## src/rtl/wb_stage_if.sv

```systemverilog
// Writeback stage bus: MEM handshake, dmem read response, rd write port.
// WB_INSTRET_EN adds the 64-bit retired-instruction count.
interface wb_stage_if #(
  parameter int REGIDX_WIDTH = 5
);
  logic                    i_mem_valid;
  logic                    o_mem_ready;
  logic [REGIDX_WIDTH-1:0] i_mem_rd_addr;
  logic                    i_mem_rd_wen;
  logic [1:0]              i_mem_wb_sel;
  logic [31:0]             i_mem_alu_data;
  logic [31:0]             i_mem_pc4;
  logic [2:0]              i_mem_ld_funct3;
  logic [1:0]              i_mem_addr_lo;
  logic                    i_dmem_rvalid;
  logic [31:0]             i_dmem_rdata;
  logic [REGIDX_WIDTH-1:0] o_rd_addr;
  logic                    o_rd_wen;
  logic [31:0]             o_rd_data;
`ifdef WB_INSTRET_EN
  logic [63:0]             o_instret;
`endif

  modport slave (
    input  i_mem_valid, i_mem_rd_addr, i_mem_rd_wen,
    input  i_mem_wb_sel, i_mem_alu_data, i_mem_pc4,
    input  i_mem_ld_funct3, i_mem_addr_lo,
    input  i_dmem_rvalid, i_dmem_rdata,
`ifdef WB_INSTRET_EN
    output o_instret,
`endif
    output o_mem_ready, o_rd_addr, o_rd_wen, o_rd_data
  );

  modport master (
    output i_mem_valid, i_mem_rd_addr, i_mem_rd_wen,
    output i_mem_wb_sel, i_mem_alu_data, i_mem_pc4,
    output i_mem_ld_funct3, i_mem_addr_lo,
    output i_dmem_rvalid, i_dmem_rdata,
`ifdef WB_INSTRET_EN
    input  o_instret,
`endif
    input  o_mem_ready, o_rd_addr, o_rd_wen, o_rd_data
  );
endinterface

```

## src/rtl/wb_stage.sv

```systemverilog
// Writeback stage: sole writer of the register-file write port.
// Optional WB_INSTRET_EN adds a 64-bit retired-instruction counter.
module wb_stage #(
  parameter int REGIDX_WIDTH = 5
) (
  input logic        i_clk,
  input logic        i_rst_n,
  wb_stage_if.slave  bus
);

  localparam logic [0:0] IDLE    = 1'b0;
  localparam logic [0:0] WAIT_LD = 1'b1;

  logic [0:0]              state;
  logic [REGIDX_WIDTH-1:0] ld_rd;
  logic                    ld_wen;
  logic [2:0]              ld_f3;
  logic [1:0]              ld_lo;
  logic [REGIDX_WIDTH-1:0] rd_addr;
  logic                    rd_wen;
  logic [31:0]             rd_data;

  logic        accept;
  logic        is_ld;
  logic        ld_done;
  logic [31:0] nl_data;
  logic [31:0] ld_data;
  logic [7:0]  ld_byte;
  logic [15:0] ld_half;

  assign bus.o_mem_ready = (state == IDLE);
  assign accept  = bus.i_mem_valid & (state == IDLE);
  assign is_ld   = (bus.i_mem_wb_sel == 2'b01);
  assign ld_done = (state == WAIT_LD) & bus.i_dmem_rvalid;

  assign bus.o_rd_addr = rd_addr;
  assign bus.o_rd_wen  = rd_wen;
  assign bus.o_rd_data = rd_data;

  // Non-load result source; the reserved encoding falls back to ALU.
  always_comb begin
    nl_data = bus.i_mem_alu_data;
    unique case (1'b1)
      (bus.i_mem_wb_sel == 2'b10): nl_data = bus.i_mem_pc4;
      default: ;
    endcase
  end

  // Pick byte/half lane from the response word and extend by funct3.
  always_comb begin
    ld_byte = bus.i_dmem_rdata[{ld_lo, 3'b000} +: 8];
    ld_half = ld_lo[1] ? bus.i_dmem_rdata[31:16]
                       : bus.i_dmem_rdata[15:0];
    ld_data = '0;
    case (ld_f3)
      3'b000:  ld_data = {{24{ld_byte[7]}}, ld_byte};
      3'b001:  ld_data = {{16{ld_half[15]}}, ld_half};
      3'b010:  ld_data = bus.i_dmem_rdata;
      3'b100:  ld_data = {24'd0, ld_byte};
      3'b101:  ld_data = {16'd0, ld_half};
      default: ld_data = '0;
    endcase
  end

  // FSM and registered write port; o_rd_wen is a one-cycle pulse.
  always_ff @(posedge i_clk or negedge i_rst_n) begin
    if (!i_rst_n) begin
      state   <= IDLE;
      ld_rd   <= '0;
      ld_wen  <= 1'b0;
      ld_f3   <= '0;
      ld_lo   <= '0;
      rd_addr <= '0;
      rd_wen  <= 1'b0;
      rd_data <= '0;
    end else begin
      rd_wen <= 1'b0;
      case (state)
        IDLE: begin
          if (accept && is_ld) begin
            ld_rd  <= bus.i_mem_rd_addr;
            ld_wen <= bus.i_mem_rd_wen;
            ld_f3  <= bus.i_mem_ld_funct3;
            ld_lo  <= bus.i_mem_addr_lo;
            state  <= WAIT_LD;
          end else if (accept) begin
            rd_addr <= bus.i_mem_rd_addr;
            rd_data <= nl_data;
            rd_wen  <= bus.i_mem_rd_wen & (|bus.i_mem_rd_addr);
          end
        end
        default: begin
          if (bus.i_dmem_rvalid) begin
            rd_addr <= ld_rd;
            rd_data <= ld_data;
            rd_wen  <= ld_wen & (|ld_rd);
            state   <= IDLE;
          end
        end
      endcase
    end
  end

`ifdef WB_INSTRET_EN
  logic [63:0] instret;
  assign bus.o_instret = instret;

  // Count every retirement, including rd=0 and rd_wen=0.
  always_ff @(posedge i_clk or negedge i_rst_n) begin
    if (!i_rst_n) instret <= '0;
    else if ((accept & ~is_ld) | ld_done) instret <= instret + 64'd1;
  end
`else
  logic unused_ld_done;
  assign unused_ld_done = ld_done;
`endif

endmodule

```

## src/flat_wrapper.sv

```systemverilog
// flat-port wrapper written by rule: the top's interface ports become plain ports
module wb_stage_flat 
#(
  parameter int REGIDX_WIDTH = 5
)
  (i_clk, i_rst_n, bus_i_mem_valid, bus_i_mem_rd_addr, bus_i_mem_rd_wen, bus_i_mem_wb_sel, bus_i_mem_alu_data, bus_i_mem_pc4, bus_i_mem_ld_funct3, bus_i_mem_addr_lo, bus_i_dmem_rvalid, bus_i_dmem_rdata, bus_o_mem_ready, bus_o_rd_addr, bus_o_rd_wen, bus_o_rd_data);
  wb_stage_if #(.REGIDX_WIDTH(REGIDX_WIDTH)) bus_i ();
  input logic i_clk;
  input logic i_rst_n;
  input wire logic [$bits(bus_i.i_mem_valid)-1:0] bus_i_mem_valid;
  input wire logic [$bits(bus_i.i_mem_rd_addr)-1:0] bus_i_mem_rd_addr;
  input wire logic [$bits(bus_i.i_mem_rd_wen)-1:0] bus_i_mem_rd_wen;
  input wire logic [$bits(bus_i.i_mem_wb_sel)-1:0] bus_i_mem_wb_sel;
  input wire logic [$bits(bus_i.i_mem_alu_data)-1:0] bus_i_mem_alu_data;
  input wire logic [$bits(bus_i.i_mem_pc4)-1:0] bus_i_mem_pc4;
  input wire logic [$bits(bus_i.i_mem_ld_funct3)-1:0] bus_i_mem_ld_funct3;
  input wire logic [$bits(bus_i.i_mem_addr_lo)-1:0] bus_i_mem_addr_lo;
  input wire logic [$bits(bus_i.i_dmem_rvalid)-1:0] bus_i_dmem_rvalid;
  input wire logic [$bits(bus_i.i_dmem_rdata)-1:0] bus_i_dmem_rdata;
  output wire logic [$bits(bus_i.o_mem_ready)-1:0] bus_o_mem_ready;
  output wire logic [$bits(bus_i.o_rd_addr)-1:0] bus_o_rd_addr;
  output wire logic [$bits(bus_i.o_rd_wen)-1:0] bus_o_rd_wen;
  output wire logic [$bits(bus_i.o_rd_data)-1:0] bus_o_rd_data;
  assign bus_i.i_mem_valid = bus_i_mem_valid;
  assign bus_i.i_mem_rd_addr = bus_i_mem_rd_addr;
  assign bus_i.i_mem_rd_wen = bus_i_mem_rd_wen;
  assign bus_i.i_mem_wb_sel = bus_i_mem_wb_sel;
  assign bus_i.i_mem_alu_data = bus_i_mem_alu_data;
  assign bus_i.i_mem_pc4 = bus_i_mem_pc4;
  assign bus_i.i_mem_ld_funct3 = bus_i_mem_ld_funct3;
  assign bus_i.i_mem_addr_lo = bus_i_mem_addr_lo;
  assign bus_i.i_dmem_rvalid = bus_i_dmem_rvalid;
  assign bus_i.i_dmem_rdata = bus_i_dmem_rdata;
  assign bus_o_mem_ready = bus_i.o_mem_ready;
  assign bus_o_rd_addr = bus_i.o_rd_addr;
  assign bus_o_rd_wen = bus_i.o_rd_wen;
  assign bus_o_rd_data = bus_i.o_rd_data;
  wb_stage #(.REGIDX_WIDTH(REGIDX_WIDTH)) u_core (.i_clk(i_clk), .i_rst_n(i_rst_n), .bus(bus_i));
endmodule
```

## config.mk

```make
export PLATFORM = sky130hd
export DESIGN_NAME = wb_stage_flat
export DESIGN_NICKNAME = d
export VERILOG_FILES = /design/src/rtl/wb_stage_if.sv /design/src/rtl/wb_stage.sv /design/src/flat_wrapper.sv
export SDC_FILE = /design/constraint.sdc
export NUM_CORES = 1
export LEC_CHECK = 0
export BUFFER_PORTS_ARGS = -buffer_cell sky130_fd_sc_hd__buf_2
export CORE_MARGIN = 2
export CORE_UTILIZATION = 35
export DETAILED_ROUTE_END_ITERATION = 8
export HOLD_SLACK_MARGIN = 0.15
export PLACE_DENSITY = 0.73
export REMOVE_ABC_BUFFERS = 1
export SYNTH_ARGS = -nofsm -noshare
export SYNTH_HDL_FRONTEND = slang
export SYNTH_SLANG_ARGS = --single-unit
```

## constraint.sdc

```tcl
create_clock -name i_clk -period 3.2 [get_ports i_clk]
set_input_delay 0.32 -clock i_clk [delete_from_list [all_inputs] [get_ports i_clk]]
set_output_delay 0.32 -clock i_clk [all_outputs]
set_load 0.01 [all_outputs]
```

# Yosys cells after proc, flatten, opt, wreduce, memory -nomap -nowiden
# Index checks and enable logic that the tools add are counted.
# word_totals
reg_bits	50
inputBits	113
output_inout_bits	39
elab_cells	46
# op_classes
n_eq_ne	8
n_shift	1
mux	18
bitwise_logic	4
reduce_logical	7
# op_table
operator	count
$mux W32	5
$pmux W32 S5	1
$shiftx A32 B6 Y8	1
$mux W5	4
$mux W16	1
$reduce_or A5 Y1	2
$mux W1	7
$eq A3 B3 Y1 const B	2
$and A1 B1 Y1	3
$eq A3 B1 Y1 const B	1
$eq A3 B2 Y1 const B	1
$logic_not A3 Y1	1
$reduce_and A3 Y1	1
$eq A2 B1 Y1 const B	1
$eq A2 B2 Y1 const B	1
$ne A2 B1 Y1 const B	1
$ne A2 B2 Y1 const B	1
$reduce_and A2 Y1	1
$reduce_bool A2 Y1	1
$logic_and A1 B1 Y1	1
$not A1 Y1	1

# Depth between registers and ports, before layout
# Gate-level depths: netlist of the first run.
# depth
depth_word	5
ltp_mapped	7
ltp_nobuf	4

# Worst setup path after synthesis of the first run
# OpenSTA, ideal clock, no wires.
# synth_timing
kind	register to register
from	register u_core.ld_lo[1]
to	register u_core.rd_data[13] (netlist: u_core.bus.o_rd_data[13])
arrival_ns	1.467
slack_ns	1.609
path_stages_with_launch	7
path_buffers	2
synth_period_minus_slack_ns	1.591
cell_sequence	dfrtp_1 -> buf_6 -> mux4_2 -> nand3b_4 -> buf_8 -> a21oi_1 -> a211o_1
# synth_between
elab_chain_cells	4
# synth_rtl
item	line	text
start: declaration	wb_stage.sv:18	logic [1:0] ld_lo;
start signal: assignment	wb_stage.sv:84	ld_lo <= bus.i_mem_addr_lo;
$shiftx A32 B6 Y8 or $mux W16 (tied branches)	wb_stage.sv:51, wb_stage.sv:52	
$pmux W32 S5 *	wb_stage.sv:55	case (ld_f3)
$mux W32 *	wb_stage.sv:93	if (bus.i_dmem_rvalid) begin
$mux W32 *	wb_stage.sv:78	case (state)
end signal: assignment	wb_stage.sv:88	rd_data <= nl_data;
end signal: assignment	wb_stage.sv:95	rd_data <= ld_data;
end: declaration	wb_stage.sv:21	logic [31:0] rd_data;
# Every way passes the cells marked *; elsewhere a longest branch is shown, timed or not. The select of a mux whose other input is x is not followed.
# A chain may end at the register's enable or synchronous reset.

# Worst setup path in the final report of the first run
# layout_timing
from	register u_core.state
to	register u_core.rd_data[12] (netlist: u_core.bus.o_rd_data[12])
# layout_between
elab_chain_cells	5
# layout_rtl
item	line	text
start: declaration	wb_stage.sv:14	logic [0:0] state;
start signal: assignment	wb_stage.sv:68	state <= IDLE;
start signal: assignment	wb_stage.sv:85	state <= WAIT_LD;
start signal: assignment	wb_stage.sv:97	state <= IDLE;
$not A1 Y1	wb_stage.sv:32	assign accept = bus.i_mem_valid & (state == IDLE);
$and A1 B1 Y1	wb_stage.sv:32	
$logic_and A1 B1 Y1	wb_stage.sv:80	if (accept && is_ld) begin
$ne A2 B1 Y1 (no source line)	n/a	
$reduce_and A3 Y1 (no source line)	n/a	
# Parallel ways exist; a longest one is shown, timed or not.

==> flow_metrics.py, run 1 <==
metrics = {
    "sta": {
        "drv_slew": 0,
        "grt_setup_unrepaired": "no",
        "hold_viol": 0,
        "slew_headroom": 0.253,
        "fin_setup_tns_ns": 0,
        "worstMarginPinSlew_ns": 1.12,
        "setup_violations": 0,
        "fin_ws_ns": 0.990,
        "fin_worst_skew_ns": 0.00985,
        "fin_crit_ns": 2.21,
        "finalCritPeriodShare": 0.691,
        "fmax_mhz": 452,
    },
    "setup_path": {
        "worstReg2RegEnd": "u_core.bus.o_rd_data[12]$_DFFE_PN0P_",
        "reg2reg_from": "u_core.state$_DFF_PN0_",
        "worstPathArrival_ns": 2.40,
        "path_class": "flop to flop",
        "crit_path_end_kind": "flop",
        "cp_max_fo": 20,
        "ff2ff_path_depth": 5,
        "cp.required_ns": 3.39,
        "crit_path_start_kind": "flop",
        "reg2reg_slack_ns": 0.99,
    },
    "grt": {
        "grt_pass1_vias": 2885,
        "grt_max_degree": 51,
        "antenna_found_initial": 0,
        "grt_overflow": 0,
        "grtUsageTotal": 0.195,
        "grt_pass1_wl_um": 14900,
    },
    "route": {
        "wire_per_inst_um": 17.4,
        "drc": 0,
        "finalWirelength_um": 9550,
        "postRouteAntennaNets": 0,
        "drtIter0Drc": 114,
        "vias_per_cell": 5.43,
        "dr.pass1.iters": 9,
        "vias": 2988,
    },
    "synthesis": {
        "synth_seq_cells": 50,
        "synth-edff-count": 0,
        "yosysTopAreaCellShare": 0.405,
        "yosysWarnings": 0,
        "synth_top_cell_by_area": "dfrtp_1",
        "yosysUniqueCellTypes": 38,
        "syn_avg_cell_area_sq_um": 10.1,
        "synthCells": 306,
        "syn-cell-area_sq_um": 3090,
        "ys.flop_type": "dfrtp_1",
        "async_flop_share": 1.00,
        "synth_area_leaders": "dfrtp_1 (41%), mux2_2 (9.8%), mux2i_1 (9.7%)",
        "ys_seq_area_frac": 0.405,
    },
    "cells_and_area": {
        "drive_gt1_frac": 0.448,
        "finalCoreUtilization": 0.463,
        "final_nets": 554,
        "n_antenna_cell": 0,
        "area_delta_synth_final_pct": 29.5,
    },
    "clock_tree": {
        "clkSlewWorstSetupHoldPaths_ns": 0.10,
        "clock_sinks": 50,
        "cts_tree": "yes",
        "cts_root_buf": "clkbuf_8",
        "h-tree-depth": 2,
        "cts_inserted_buffers": 5,
        "holdBufCountCts": 0,
        "cts_setup_buffers": 0,
        "clock_latency_ns": 0.31,
        "post_cts_resized": 0,
        "cts_buffer_depth": 2,
    },
    "floorplanning": {
        "io_pins": 152,
        "start_util": 0.358,
        "rows": 34,
        "die_w_um": 98.0,
        "die_y_um": 98.0,
        "core_sq_um": 8640,
        "die-area_sq_um": 9590,
    },
    "placed_design": {
        "gp_congestion": 0.821,
        "hpwl_um": 7350,
        "io_buffer_count": 151,
        "place_ws_ns": 0.990,
    },
    "power_and_ir_drop": {
        "peakVddDrop_mv": 0.189,
        "p_per_area_nw_per_um2": 530,
        "power.leakage_uw": 0.00183,
    },
    "outcome": {
        "status": "finished clean",
    },
    "flow_run": {
        "maxCapViolCount": 0,
    },
    "worst_hold_path": {
        "hold_class": "input pin to async pin",
    },
}
-- cells in the mapped netlist (9+ instances only) --
cell      count
nor3_1        9
a211o_1       9
a31oi_1      18
buf_2        13
nand3_1      10
o21ai_0      23
nand2_1      32
o22a_1       16
dfrtp_1      50
mux2_2       27
clkbuf_1     10
mux2i_1      30
-- cell families after synthesis --
family | count (synthesis) | share of synthesized area
DFF | 50 | 0.405
muxes | 58 | 0.203
AOI/OAI and AO/OA | 101 | 0.233
and+or+nand+nor | 68 | 0.110
buffers and inverters | 29 | 0.0490
-- routing by layer --
layer	global-route usage	wire, um	vias to the layer above
li1	-	-	1447
met1	0.262	4180	1405
met2	0.323	4570	121
met3	0.0358	638	15
met4	0.0534	164	0
met5	0	0	-
-- layout by cell type, fill, tap and decap left out, types with 2 or more instances in the layout --
master / n
nand2_1: 32
buf_4: 4
nor3_1: 9
o21ai_0: 23
a22oi_1: 8
mux2_2: 27
a211o_1: 9
mux2i_1: 30
o22a_1: 16
a222oi_1: 7
a21oi_1: 7
o211ai_1: 7
dfrtp_1: 50
buf_2: 151
or4_1: 2
clkbuf_8: 5
nand3_1: 10
a31oi_1: 18
nor2_1: 4
nor2b_1: 3
-- through the flow --
step / area, sq um / power, uW / std cells / hold WS [ns]
after floorplan: 2940 / 1340 / 278 / 0.0244
after global placement: 3890 / 1660 / 542 / 0.466
after detailed placement: 3890 / 1680 / 542 / 0.470
after CTS: 4000 / 2130 / 550 / 0.243
after global routing: 4000 / 2240 / 550 / 0.244
final: 4000 / 2120 / 550 / 0.219
-- final cells by class --
type	count	area, sq um
Clock inverter	2	37.5
Timing Repair Buffer	156	806
Clock buffer	6	72.6
Inverter	1	3.75
Fill cell	858	4640
Multi-Input combinational cell	227	1690
Tap cell	108	135
Sequential cell	50	1250
-- report_power, final --
| part | internal [uW] | switching [uW] | total (uW) |
|---|---|---|---|
| Sequential | 777 | 119 | 895 |
| Combinational | 369 | 401 | 770 |
| Clock | 234 | 219 | 453 |
| Total | 1380 | 739 | 2120 |
-- worst max-delay path by stage --
stage,start,cells past startpoint,endpoint
2_1_floorplan,bus_i_mem_wb_sel[0],4,u_core.bus.o_rd_data[10]$_DFFE_PN0P_
3_3_place_gp,u_core.state$_DFF_PN0_,5,u_core.bus.o_rd_data[13]$_DFFE_PN0P_
3_5_place_dp,u_core.state$_DFF_PN0_,5,u_core.bus.o_rd_data[12]$_DFFE_PN0P_
4_1_cts,u_core.state$_DFF_PN0_,5,u_core.bus.o_rd_data[12]$_DFFE_PN0P_
5_1_grt,u_core.state$_DFF_PN0_,5,u_core.bus.o_rd_data[10]$_DFFE_PN0P_
6_report,u_core.state$_DFF_PN0_,5,u_core.bus.o_rd_data[12]$_DFFE_PN0P_
-- sequential cells by signal, summed over array words and instances, names as in the netlist --
signal	flops
u_core.bus.o_rd_data	32
u_core.bus.o_rd_addr	5
u_core.ld_rd	5
u_core.ld_f3	3
u_core.ld_lo	2
u_core.bus.o_rd_wen	1
u_core.ld_wen	1
u_core.state	1
-- worst max-delay path: stages, from the launching register on --
cell and delay [ns]:
dfrtp_1 0.73, nor2b_1 0.17, a22oi_2 0.61, buf_12 0.24, nor3_1 0.06, a211o_1 0.29
No activity file was read; power rests on OpenSTA's default activity.
==> inputs of run 2 (changes only) <==
Settings changed: ABC_AREA from default to 1.
Clock period 3.2 ns to 2 ns, I/O delays scaled along.
==> flow_metrics.py, run 2 <==
metrics = {
    "placed_design": {
        "gp_congestion": 0.854,
        "hpwl_um": 8330,
        "post-place-cells": 888,
        "place_ws_ns": 0.307,
        "io_buffer_count": 151,
    },
    "route": {
        "vias_per_cell": 4.54,
        "drc": 0,
        "vias": 4106,
        "finalWirelength_um": 11000,
        "drtIter0Drc": 252,
        "dr.pass1.iters": 5,
        "wire_per_inst_um": 12.2,
        "postRouteAntennaNets": 0,
    },
    "clock_tree": {
        "cts_root_buf": "clkbuf_8",
        "clock_sinks": 50,
        "cts_tree": "yes",
        "clock_latency_ns": 0.31,
        "cts_inserted_buffers": 5,
        "post_cts_resized": 0,
        "cts_buffer_depth": 2,
        "h-tree-depth": 2,
        "clkSlewWorstSetupHoldPaths_ns": 0.10,
    },
    "worst_hold_path": {
        "hold_depth": 3,
        "hold_start": "bus_i_mem_rd_addr[2]",
        "holdPathEnd": "u_core.ld_rd[2]$_DFFE_PN0N_",
        "hold_class": "input pin to flop",
    },
    "sta": {
        "fin_worst_skew_ns": 0.0126,
        "fin_crit_ns": 1.71,
        "fmax_mhz": 585,
        "finalCritPeriodShare": 0.855,
        "worstMarginPinSlew_ns": 0.661,
        "fin_ws_ns": 0.289,
        "hold_viol": 0,
        "slew_headroom": 0.559,
        "grt_setup_unrepaired": "no",
        "drv_slew": 0,
        "setup_violations": 0,
    },
    "setup_path": {
        "crit_path_end_kind": "flop",
        "slowest_stage": "dfrtp_1",
        "reg2reg_slack_ns": 0.29,
        "path_class": "flop to flop",
        "ff2ff_path_depth": 7,
        "cp_max_fo": 16,
        "reg2reg_from": "u_core.ld_f3[1]$_DFFE_PN0N_",
        "cp_top_family": "simple AND/OR/NAND/NOR gates",
        "worstReg2RegEnd": "u_core.bus.o_rd_data[24]$_DFFE_PN0P_",
        "cp_slowest_stage_delay_ns": 0.58,
        "path_buf_inv": 1,
        "critical_path.cell_chain": "inv_1 > nand3b_1 > nor2_4 > nor2_1 > nand2_1 > nand2_1 > a21oi_1",
        "crit_path_start_kind": "flop",
        "crit_top_cell": "nand2_1",
        "worstPathArrival_ns": 1.95,
        "cp.required_ns": 2.23,
    },
    "grt": {
        "grt_pass1_wl_um": 18100,
        "grt_pass1_vias": 3852,
        "busiest_layer": "met2",
        "antenna_found_initial": 0,
        "gr-usage-met2": 0.331,
        "use_met1": 0.261,
        "grt_overflow": 0,
        "grtUsageTotal": 0.196,
        "grt_max_degree": 75,
        "grt.met3_usage": 0.0371,
    },
    "synthesis": {
        "yosysUniqueCellTypes": 24,
        "ys.flop_type": "dfrtp_1",
        "yosysMostFrequentCell": "nand2_1",
        "synth_seq_cells": 50,
        "synth_area_leaders": "dfrtp_1 (34%), nand2_1 (24%), inv_1 (9.4%)",
        "ys_seq_area_frac": 0.338,
        "synthCells": 621,
        "syn_avg_cell_area_sq_um": 5.96,
        "syn-cell-area_sq_um": 3700,
        "async_flop_share": 1.00,
        "synth_common_cells": "nand2_1 (240), inv_1 (93), nor2_1 (81), a21oi_1 (62), dfrtp_1 (50)",
        "yosysWarnings": 0,
        "synth-edff-count": 0,
        "synth_top_cell_by_area": "dfrtp_1",
        "yosysTopAreaCellShare": 0.338,
    },
    "floorplanning": {
        "die_w_um": 107,
        "die-area_sq_um": 11400,
        "start_util": 0.360,
        "rows": 37,
        "io_pins": 152,
        "core_sq_um": 10300,
        "die_y_um": 107,
    },
    "cells_and_area": {
        "drive_gt1_frac": 0.240,
        "layout_common_cells": "nand2_1 (240), buf_2 (151), inv_1 (93)",
        "final_nets": 880,
        "area_delta_synth_final_pct": 28.3,
        "largest_reg_flops": 32,
        "final_common_cell": "nand2_1",
        "fill_cells": 1143,
        "stdcell_count": 905,
    },
    "outcome": {
        "status": "finished clean",
    },
    "power_and_ir_drop": {
        "peakVddDrop_mv": 0.377,
        "power.leakage_uw": 0.00286,
        "p_per_area_nw_per_um2": 738,
    },
    "flow_run": {
        "maxCapViolCount": 0,
    },
}
[run 2: cell types whose count changed after synthesis, sizes merged, moves of 12 or more]
cell   delta
nand2   +209
inv      +95
nor2     +80
a21oi    +54
mux2i    -30
mux2     -22
a31oi    -18
o22a     -16
o21ai    -13
nand3    +12
[run 2: logic make-up (layout without fill, tap and decap cells)]
| family | Yosys count | after routing | synth area share |
|---|---|---|---|
| simple gates | 354 | 354 | 0.377 |
| buf+inv | 128 | 275 | 0.147 |
| compound gates | 84 | 84 | 0.122 |
| flops | 50 | 50 | 0.338 |
| mux | 5 | 5 | 0.0152 |
| other cells | 0 | 1 | 0 |
[run 2: tightest hold or removal path, delay by kind of cell]
kind	cells	cell delay, ns
AOI/OAI and AO/OA	1	0.07
buffers and inverters	2	0.15
[run 2: repair_timing]
item / CTS / global route
buffers inserted: 0 / 0
setup endpoints to repair: 0 / 0
hold buffers: 8 / 0
hold endpoints to repair: 28 / 0
[run 2: stage by stage]
step | hold slack [ns] | util | setup TNS [ns] | area, sq um | total power [uW]
floorplan | -0.0956 | - | -56.22 | 3510 | 2220
global placement | 0.221 | 0.443 | 0 | 4550 | 2760
detailed placement | 0.219 | 0.443 | 0 | 4550 | 2780
CTS | 0.152 | 0.461 | 0 | 4740 | 3540
global route | 0.163 | 0.461 | 0 | 4740 | 3800
finish | 0.160 | 0.462 | 0 | 4740 | 3500
[run 2: worst max path at each step]
stage	endpoint	cells after the start	slack, ns	startpoint
after global placement	u_core.bus.o_rd_data[28]$_DFFE_PN0P_	9	0.38	u_core.ld_lo[1]$_DFFE_PN0N_
final	u_core.bus.o_rd_data[24]$_DFFE_PN0P_	7	0.29	u_core.ld_f3[1]$_DFFE_PN0N_
after global routing	u_core.bus.o_rd_data[25]$_DFFE_PN0P_	7	0.16	u_core.ld_f3[1]$_DFFE_PN0N_
after detailed placement	u_core.bus.o_rd_data[26]$_DFFE_PN0P_	7	0.31	u_core.ld_f3[1]$_DFFE_PN0N_
after floorplan	u_core.bus.o_rd_addr[0]$_DFFE_PN0P_	4	-1.47	u_core.state$_DFF_PN0_
after CTS	u_core.bus.o_rd_data[26]$_DFFE_PN0P_	7	0.31	u_core.ld_f3[1]$_DFFE_PN0N_
[run 2: layer usage]
layer,vias up,part of all wire
li1,2158,-
met1,1785,0.45
met2,150,0.45
met3,13,0.080
met4,0,0.013
met5,-,0
[run 2: final cells by class]
cell class	count	area, sq um	share of cell area
Clock inverter	2	37.5	0.00791
Antenna cell	1	2.50	0.000527
Tap cell	136	170	0.0359
Multi-Input combinational cell	443	1900	0.401
Sequential cell	50	1250	0.264
Timing Repair Buffer	172	946	0.199
Inverter	95	362	0.0762
Clock buffer	6	72.6	0.0153
[run 2: report_power, final]
group | internal [uW] | switching [uW]
logic | 567 | 825
clock network | 374 | 358
registers | 1220 | 155
total | 2160 | 1340
